### config.mk
export PLATFORM = sky130hd
export DESIGN_NAME = title_display_ctrl
export DESIGN_NICKNAME = d
export VERILOG_FILES = /design/src/rtl/title_display_ctrl.sv
export SDC_FILE = /design/constraint.sdc
export NUM_CORES = 1
export LEC_CHECK = 0
export ABC_AREA = 1
export BUFFER_PORTS_ARGS = -buffer_cell sky130_fd_sc_hd__buf_4
export CORE_ASPECT_RATIO = 0.9
export CORE_MARGIN = 3
export CORE_UTILIZATION = 30
export DETAILED_ROUTE_END_ITERATION = 6
export PLACE_DENSITY = 0.49
export SKIP_LAST_GASP = 1
export SLEW_MARGIN = 20
export SYNTH_ARGS = -nofsm -noshare
export SYNTH_HDL_FRONTEND = slang
export SYNTH_SLANG_ARGS = --single-unit
### constraint.sdc
create_clock -name clk -period 6.25 [get_ports clk]
set_input_delay 1.875 -clock clk [delete_from_list [all_inputs] [get_ports clk]]
set_output_delay 1.875 -clock clk [all_outputs]
set_load 0.02 [all_outputs]
### src/rtl/title_display_ctrl.sv
// rtl/title_display_ctrl.sv - title drop/blink/hold sequencer feeding a 128x16 title bitmap
// Animates the title top edge, does the registered hit test and gates the bitmap request.
module title_display_ctrl #(
  parameter int TITLE_W      = 128,
  parameter int TITLE_H      = 16,
  parameter int TARGET_X     = 256,
  parameter int START_Y      = 0,
  parameter int TARGET_Y     = 100,
  parameter int DROP_STEP    = 2,
  parameter int BLINK_PERIOD = 30,
  parameter int HOLD_FRAMES  = 180
) (
  input  logic        clk,
  input  logic        resetN,
  input  logic        startOfFrame,
  input  logic [10:0] pixelX,
  input  logic [10:0] pixelY,
  input  logic        startTitle,
  input  logic        abort,
  input  logic        bitmapDrawingRequest,
  output logic        InsideRectangle,
  output logic [10:0] offsetX,
  output logic [10:0] offsetY,
  output logic        titleDrawingRequest,
  output logic [10:0] topLeftY,
  output logic        busy,
  output logic        done
);

  localparam logic [11:0] X_LO       = 12'(TARGET_X);
  localparam logic [11:0] X_HI       = 12'(TARGET_X + TITLE_W - 1);
  localparam logic [11:0] H_M1       = 12'(TITLE_H - 1);
  localparam logic [10:0] START_Y_W  = 11'(START_Y);
  localparam logic [10:0] TARGET_Y_W = 11'(TARGET_Y);
  localparam logic [11:0] TARGET_Y12 = 12'(TARGET_Y);
  localparam logic [11:0] STEP_12    = 12'(DROP_STEP);
  localparam logic [7:0]  BLINK_LAST = 8'(BLINK_PERIOD - 1);
  localparam logic [7:0]  HOLD_LAST  = 8'(HOLD_FRAMES - 1);

  typedef enum logic [1:0] {S_IDLE, S_DROP, S_HOLD, S_DONE} state_t;

  state_t      r_state, w_state_nxt;
  logic [10:0] r_top_y, w_top_y_nxt;
  logic [7:0]  r_frame_cnt, w_frame_nxt;
  logic [7:0]  r_blink_cnt, w_blink_nxt;
  logic        r_visible, w_visible_nxt;
  logic        w_done_nxt;
  logic        r_inside, r_busy, r_done;
  logic [10:0] r_off_x, r_off_y;

  // 12-bit sum so a large step near the bottom of the range cannot wrap past TARGET_Y
  logic [11:0] w_y_step;
  assign w_y_step = {1'b0, r_top_y} + STEP_12;

  always_comb begin
    w_state_nxt   = r_state;
    w_top_y_nxt   = r_top_y;
    w_frame_nxt   = r_frame_cnt;
    w_blink_nxt   = r_blink_cnt;
    w_visible_nxt = r_visible;
    w_done_nxt    = 1'b0;
    if (abort) begin
      w_state_nxt   = S_IDLE;
      w_top_y_nxt   = START_Y_W;
      w_visible_nxt = 1'b0;
    end else begin
      case (r_state)
        S_IDLE, S_DONE: begin
          if (startTitle) begin
            w_state_nxt   = S_DROP;
            w_top_y_nxt   = START_Y_W;
            w_visible_nxt = 1'b1;
          end
        end
        S_DROP: begin
          if (startOfFrame) begin
            if (w_y_step >= TARGET_Y12) begin
              w_top_y_nxt = TARGET_Y_W;
              w_state_nxt = S_HOLD;
              w_frame_nxt = 8'd0;
              w_blink_nxt = 8'd0;
            end else begin
              w_top_y_nxt = w_y_step[10:0];
            end
          end
        end
        S_HOLD: begin
          if (startOfFrame) begin
            w_frame_nxt = r_frame_cnt + 8'd1;
            w_blink_nxt = r_blink_cnt + 8'd1;
            if (r_blink_cnt == BLINK_LAST) begin
              w_visible_nxt = ~r_visible;
              w_blink_nxt   = 8'd0;
            end
            if (r_frame_cnt == HOLD_LAST) begin
              w_state_nxt   = S_DONE;
              w_visible_nxt = 1'b1;
              w_done_nxt    = 1'b1;
            end
          end
        end
        default: w_state_nxt = S_IDLE;
      endcase
    end
  end

  logic [11:0] w_px12, w_py12, w_top12;
  logic        w_hit;
  assign w_px12  = {1'b0, pixelX};
  assign w_py12  = {1'b0, pixelY};
  assign w_top12 = {1'b0, r_top_y};
  assign w_hit   = (r_state != S_IDLE) &&
                   (w_px12 >= X_LO) && (w_px12 <= X_HI) &&
                   (w_py12 >= w_top12) && (w_py12 <= w_top12 + H_M1);

  always_ff @(posedge clk) begin
    if (!resetN) begin
      r_state     <= S_IDLE;
      r_top_y     <= START_Y_W;
      r_frame_cnt <= 8'd0;
      r_blink_cnt <= 8'd0;
      r_visible   <= 1'b0;
      r_inside    <= 1'b0;
      r_off_x     <= 11'd0;
      r_off_y     <= 11'd0;
      r_busy      <= 1'b0;
      r_done      <= 1'b0;
    end else begin
      r_state     <= w_state_nxt;
      r_top_y     <= w_top_y_nxt;
      r_frame_cnt <= w_frame_nxt;
      r_blink_cnt <= w_blink_nxt;
      r_visible   <= w_visible_nxt;
      r_inside    <= w_hit;
      r_off_x     <= w_hit ? (pixelX - X_LO[10:0]) : 11'd0;
      r_off_y     <= w_hit ? (pixelY - r_top_y) : 11'd0;
      r_busy      <= (w_state_nxt == S_DROP) || (w_state_nxt == S_HOLD);
      r_done      <= w_done_nxt;
    end
  end

  assign InsideRectangle     = r_inside;
  assign offsetX             = r_off_x;
  assign offsetY             = r_off_y;
  assign topLeftY            = r_top_y;
  assign busy                = r_busy;
  assign done                = r_done;
  assign titleDrawingRequest = bitmapDrawingRequest && r_visible && (r_state != S_IDLE);

endmodule

# Word level (Yosys, flattened, before mapping)
# Index checks and enable logic that the tools add are counted.
[word_totals]
reg_bits = 55
latch_bits = 0
ram_bits = 0
romBits = 0
input_bits = 28
wordCells = 81
n_memories = 0
[op_classes]
addsub = 6
n_mul = 0
n_div = 0
magnitude_cmp = 5
n_eq_ne = 12
n_shift = 0
mux = 24
bitwise_logic = 5
n_reduce_logical = 19
[op_table]
columns = ["operator", "n"]
rows = [
  ["two-way mux 8 bit", 5],
  ["two-way mux 11 bit", 3],
  ["case mux 8 bit (2 select lines)", 2],
  ["case mux 11 bit (2 select lines)", 1],
  ["adder 8 x 1 -> 8 bit, second input constant", 2],
  ["adder 11 x 2 -> 12 bit, second input constant", 1],
  ["adder 11 x 4 -> 12 bit, second input constant", 1],
  ["greater-or-equal comparator 12 x 7 -> 1 bit, second input constant", 1],
  ["less-or-equal comparator 11 x 12 -> 1 bit", 1],
  ["two-way mux 2 bit", 6],
  ["greater-or-equal comparator 11 bit", 1],
  ["greater-or-equal comparator 11 x 9 -> 1 bit, second input constant", 1],
  ["less-or-equal comparator 11 x 9 -> 1 bit, second input constant", 1],
  ["subtractor 11 bit", 1],
  ["subtractor 11 x 9 -> 11 bit, second input constant", 1],
  ["== test 8 x 5 -> 1 bit, second input constant", 1],
  ["== test 8 bit, second input constant", 1],
  ["inequality test 2 bit, second input constant", 4],
  ["nonzero test 2 bit", 4],
  ["== test 2 bit, second input constant", 3],
  ["logical AND 1 bit", 6],
  ["case mux 2 bit (3 select lines)", 1],
  ["two-way mux 1 bit", 5],
  ["NOT 1 bit", 5],
  ["other kinds (11)", 13],
]

# Longest topological paths before layout
[logic_depth]
depth_word = 8
mapped_depth = 17

# Least setup slack after synthesis
# OpenSTA, ideal clock, no wires.
[synth_timing]
path_kind = "input-to-output"
start = "in bitmapDrawingRequest"
end = "out titleDrawingRequest"
t_arrival_ns = 2.195
required_time_ns = 4.375
slack_ns = 2.180
path_stages = 2
n_path_buf = 0
cell_sequence = "nand2_1 nor2_1"
[synth_via]
elab_chain_len = 2
[synth_lines]
columns = ["item", "line_no", "text"]
rows = [
  ["start, declared", "20", "input logic bitmapDrawingRequest,"],
  ["logical AND 1 bit (2 in a row)", "148", "assign titleDrawingRequest = bitmapDrawingRequest && r_visible && (r_state != S_IDLE);"],
  ["end, declared", "24", "output logic titleDrawingRequest,"],
]
# No other way between the ends.

# Worst setup path in the final report
# Same ends and word-level chain as after synthesis.

==> flow_summary.ini <==
[synthesis]
postSynthCellCount = 458
syn_avg_cell_area_um2 = 7.23
synth_edf_count = 0
ys_types = 40
ys.flop_type = dfxtp_1
synth_compound_area_share_pct = 9.22
synth_seq_area_share_pct = 32.6
synth_fa_ha_area_share_pct = 12.3
synth-async-reset-ratio_pct = 0
synth.area.mux_share_pct = 0
yosysWarnings = 0
synthesis.area_mm2 = 0.00331
synth_top_family_by_area = simple AND/OR/NAND/NOR gates
synth-seq-cells = 54
yosys.area_share.simple_pct = 30.4
synth-xor-area-share_pct = 6.88

[floorplan]
die_y_um = 106
io_pins = 65
fp.coreArea_mm2 = 0.0105
start_util_pct = 31.5
die_area_mm2 = 0.0123
die_w_um = 117
fp-row-count = 35

[setup_path]
rr_endpoint = offsetY[10]
cp.required_ns = 4.38
critical_path_class = in -> out
endpoint_kind = output port
worstReg2RegStart = topLeftY[1]
reg2regPathDepth = 14
cp_data_arrival_time_ns = 2.22
crit_path_start_kind = input pin
path_max_fanout = 1
reg2reg_slack_ns = 2.99

[global_routing]
overflow = 0
grt_antenna_before_repair = 0
grt_use_total_pct = 13.4
grt_pass1_vias = 2841
grt_max_degree = 23
grt_first_pass_wirelength_mm = 13.6

[finish]
n_antenna_cell = 0
instances_no_fill = 652
nets = 582
synthToLayoutAreaGrowth_pct = 22.1
fillers = 1112
drive_gt1_share_pct = 17.8

[clock_tree]
clkSlewWorstSetupHoldPaths_ns = 0.07
cts_hold_buf = 0
cts_root_buf = clkbuf_16
cts.sinks = 54
cts_inserted_buffers = 5
cts.path.max_buffers = 2
cts_tree = done
clk_latency_ns = 0.30
cts_resized = 0
cts.htree.levels = 2
cts_setup_buffers = 0

[timing]
post-route-period-util_pct = 65.5
period_minus_slack_ns = 4.09
fin_skew_ns = 0.00714
slew_violations = 0
setup_tns_ns = 0
finalSetupViolCount = 0
slew-limit-headroom_pct = 46.2
rsz0062_at_grt = no
fmax_mhz = 244
tightest_slew_ns = 0.805
hold_viol = 0

[pwr]
power.switching_w = 0.000204
p_clk_share_pct = 39.3
seq_power_share_pct = 47.2
combPwrFrac_pct = 13.5
power_density_mw_per_mm2 = 184
power_switching_share_pct = 27.4
internal-power_w = 0.000542
leakage_nw = 1.82
vdd_drop_max_uv = 90.7

[hold_path]
worst_hold_path.num_cells = 2
min_to = r_frame_cnt[7]
min_from = r_frame_cnt[7]
min_path_type = reg -> reg

[place]
placed_cells = 644
io_buffers = 63
gp_congestion = 0.851
dpl.hpwl_mm = 6.33

[detailed_routing]
vias = 2945
vias_per_cell = 4.52
routed_wl_mm = 7.93
drt_iter0_drc = 137
drtPass1Iterations = 4
post-route-drc-count = 0
ant_nets = 0
wl_per_cell_um = 12.2

[run_status]
status = finished clean

[job]
maxCapViolations = 0
==> how the worst max path moves through the flow <==
stage                              start                   to  slack (ns)  depth (start not counted)
detailed placement  bitmapDrawingRequest  titleDrawingRequest        2.16                          4
CTS                 bitmapDrawingRequest  titleDrawingRequest        2.15                          4
global route        bitmapDrawingRequest  titleDrawingRequest        2.11                          4
floorplan           bitmapDrawingRequest  titleDrawingRequest        2.18                          2
finish              bitmapDrawingRequest  titleDrawingRequest        2.16                          4
global placement    bitmapDrawingRequest  titleDrawingRequest        2.15                          4
==> critical path: stages <==
cell	delay (ns)
buf_4	0.11
nand2_1	0.05
nor2_1	0.03
buf_4	0.15
==> area by class of cell <==
| cell class | instances | area, um^2 | area share (%) |
|---|---|---|---|
| Multi-Input combinational cell | 340 | 1960 | 48.5 |
| Timing Repair Buffer | 63 | 473 | 11.7 |
| Clock inverter | 3 | 26.3 | 0.650 |
| Inverter | 58 | 218 | 5.38 |
| Clock buffer | 5 | 125 | 3.09 |
| Tap cell | 129 | 161 | 3.99 |
| Sequential cell | 54 | 1080 | 26.7 |
==> kinds of logic (layout without fill, tap and decap cells) <==
kind of cell | after synthesis | after routing
adder cells (fa/ha/maj) | 32 | 32
buffers and inverters | 66 | 129
AO/OA/AOI/OAI | 55 | 55
other | 1 | 3
AND/OR/NAND/NOR | 224 | 224
flip-flops | 54 | 54
XOR/XNOR | 26 | 26
==> cell usage after synthesis, types with 2 or more instances <==
master,number,share of area (%)
nand2_1,91,10
nor2_1,64,7.3
dfxtp_1,54,33
inv_1,52,5.9
ha_1,31,12
a21oi_1,28,4.2
nand3_1,25,3.8
o21ai_0,16,2.4
xor2_1,16,4.2
nor3_1,11,1.7
xnor2_1,10,2.6
nand4_1,8,1.5
inv_2,5,0.57
nand2_2,5,0.94
buf_2,4,0.60
buf_6,3,1.0
nor2_2,3,0.57
nor3b_2,3,1.1
nor4_1,3,0.57
nand3b_1,2,0.45
o2111ai_1,2,0.53
o211ai_1,2,0.45
or2_1,2,0.38
or2_2,2,0.38
==> flip-flops by register name, summed over array words and instances, names as in the netlist <==
name,flops
r_blink_cnt,8
r_state,2
offsetY,11
r_frame_cnt,8
offsetX,11
busy,1
r_visible,1
done,1
topLeftY,10
InsideRectangle,1
==> layer usage <==
| metal | wire length (um) | global-route usage (%) |
|---|---|---|
| met2 | 3310 | 19.6 |
| met1 | 4090 | 19.6 |
| met3 | 417 | 2.81 |
| met5 | 0 | 0 |
| met4 | 121 | 4.01 |
==> placed cells by master, fill, tap and decap left out, types with 2 or more instances in the layout <==
cell,count
nand3_1,25
nand4_1,8
nand2_2,5
nor3_1,11
ha_1,31
o2111ai_1,2
nand2_1,91
o211ai_1,2
buf_4,63
inv_1,52
nor3b_2,3
xnor2_1,10
o21ai_0,16
dfxtp_1,54
conb_1,3
or2_2,2
a21oi_1,28
inv_6,2
nor2_1,64
clkbuf_16,5
or2_1,2
xor2_1,16
inv_2,5
nor2_2,3
nor4_1,3
nand3b_1,2
==> power by group through the flow <==
stage / clock (W) / combinational, W / sequential, W
2_1_floorplan: 0 / 0.0000669 / 0.000361
3_3_place_gp: 0 / 0.000101 / 0.000360
3_5_place_dp: 0 / 0.000101 / 0.000360
4_1_cts: 0.000304 / 0.000102 / 0.000352
5_1_grt: 0.000315 / 0.000118 / 0.000353
6_report: 0.000293 / 0.000101 / 0.000352
==> per-stage QoR <==
step	hold WS, ns	setup slack, ns	power [W]	area (um^2)	util, %
finish	0.503	2.16	0.000746	4040	38.5
global placement	0.492	2.15	0.000461	3890	37.0
CTS	0.506	2.15	0.000758	4040	38.5
floorplan	0.470	2.18	0.000428	3320	-
global route	0.541	2.11	0.000786	4040	38.5
detailed placement	0.491	2.16	0.000462	3890	37.0
(Power assumes the default switching activity.)
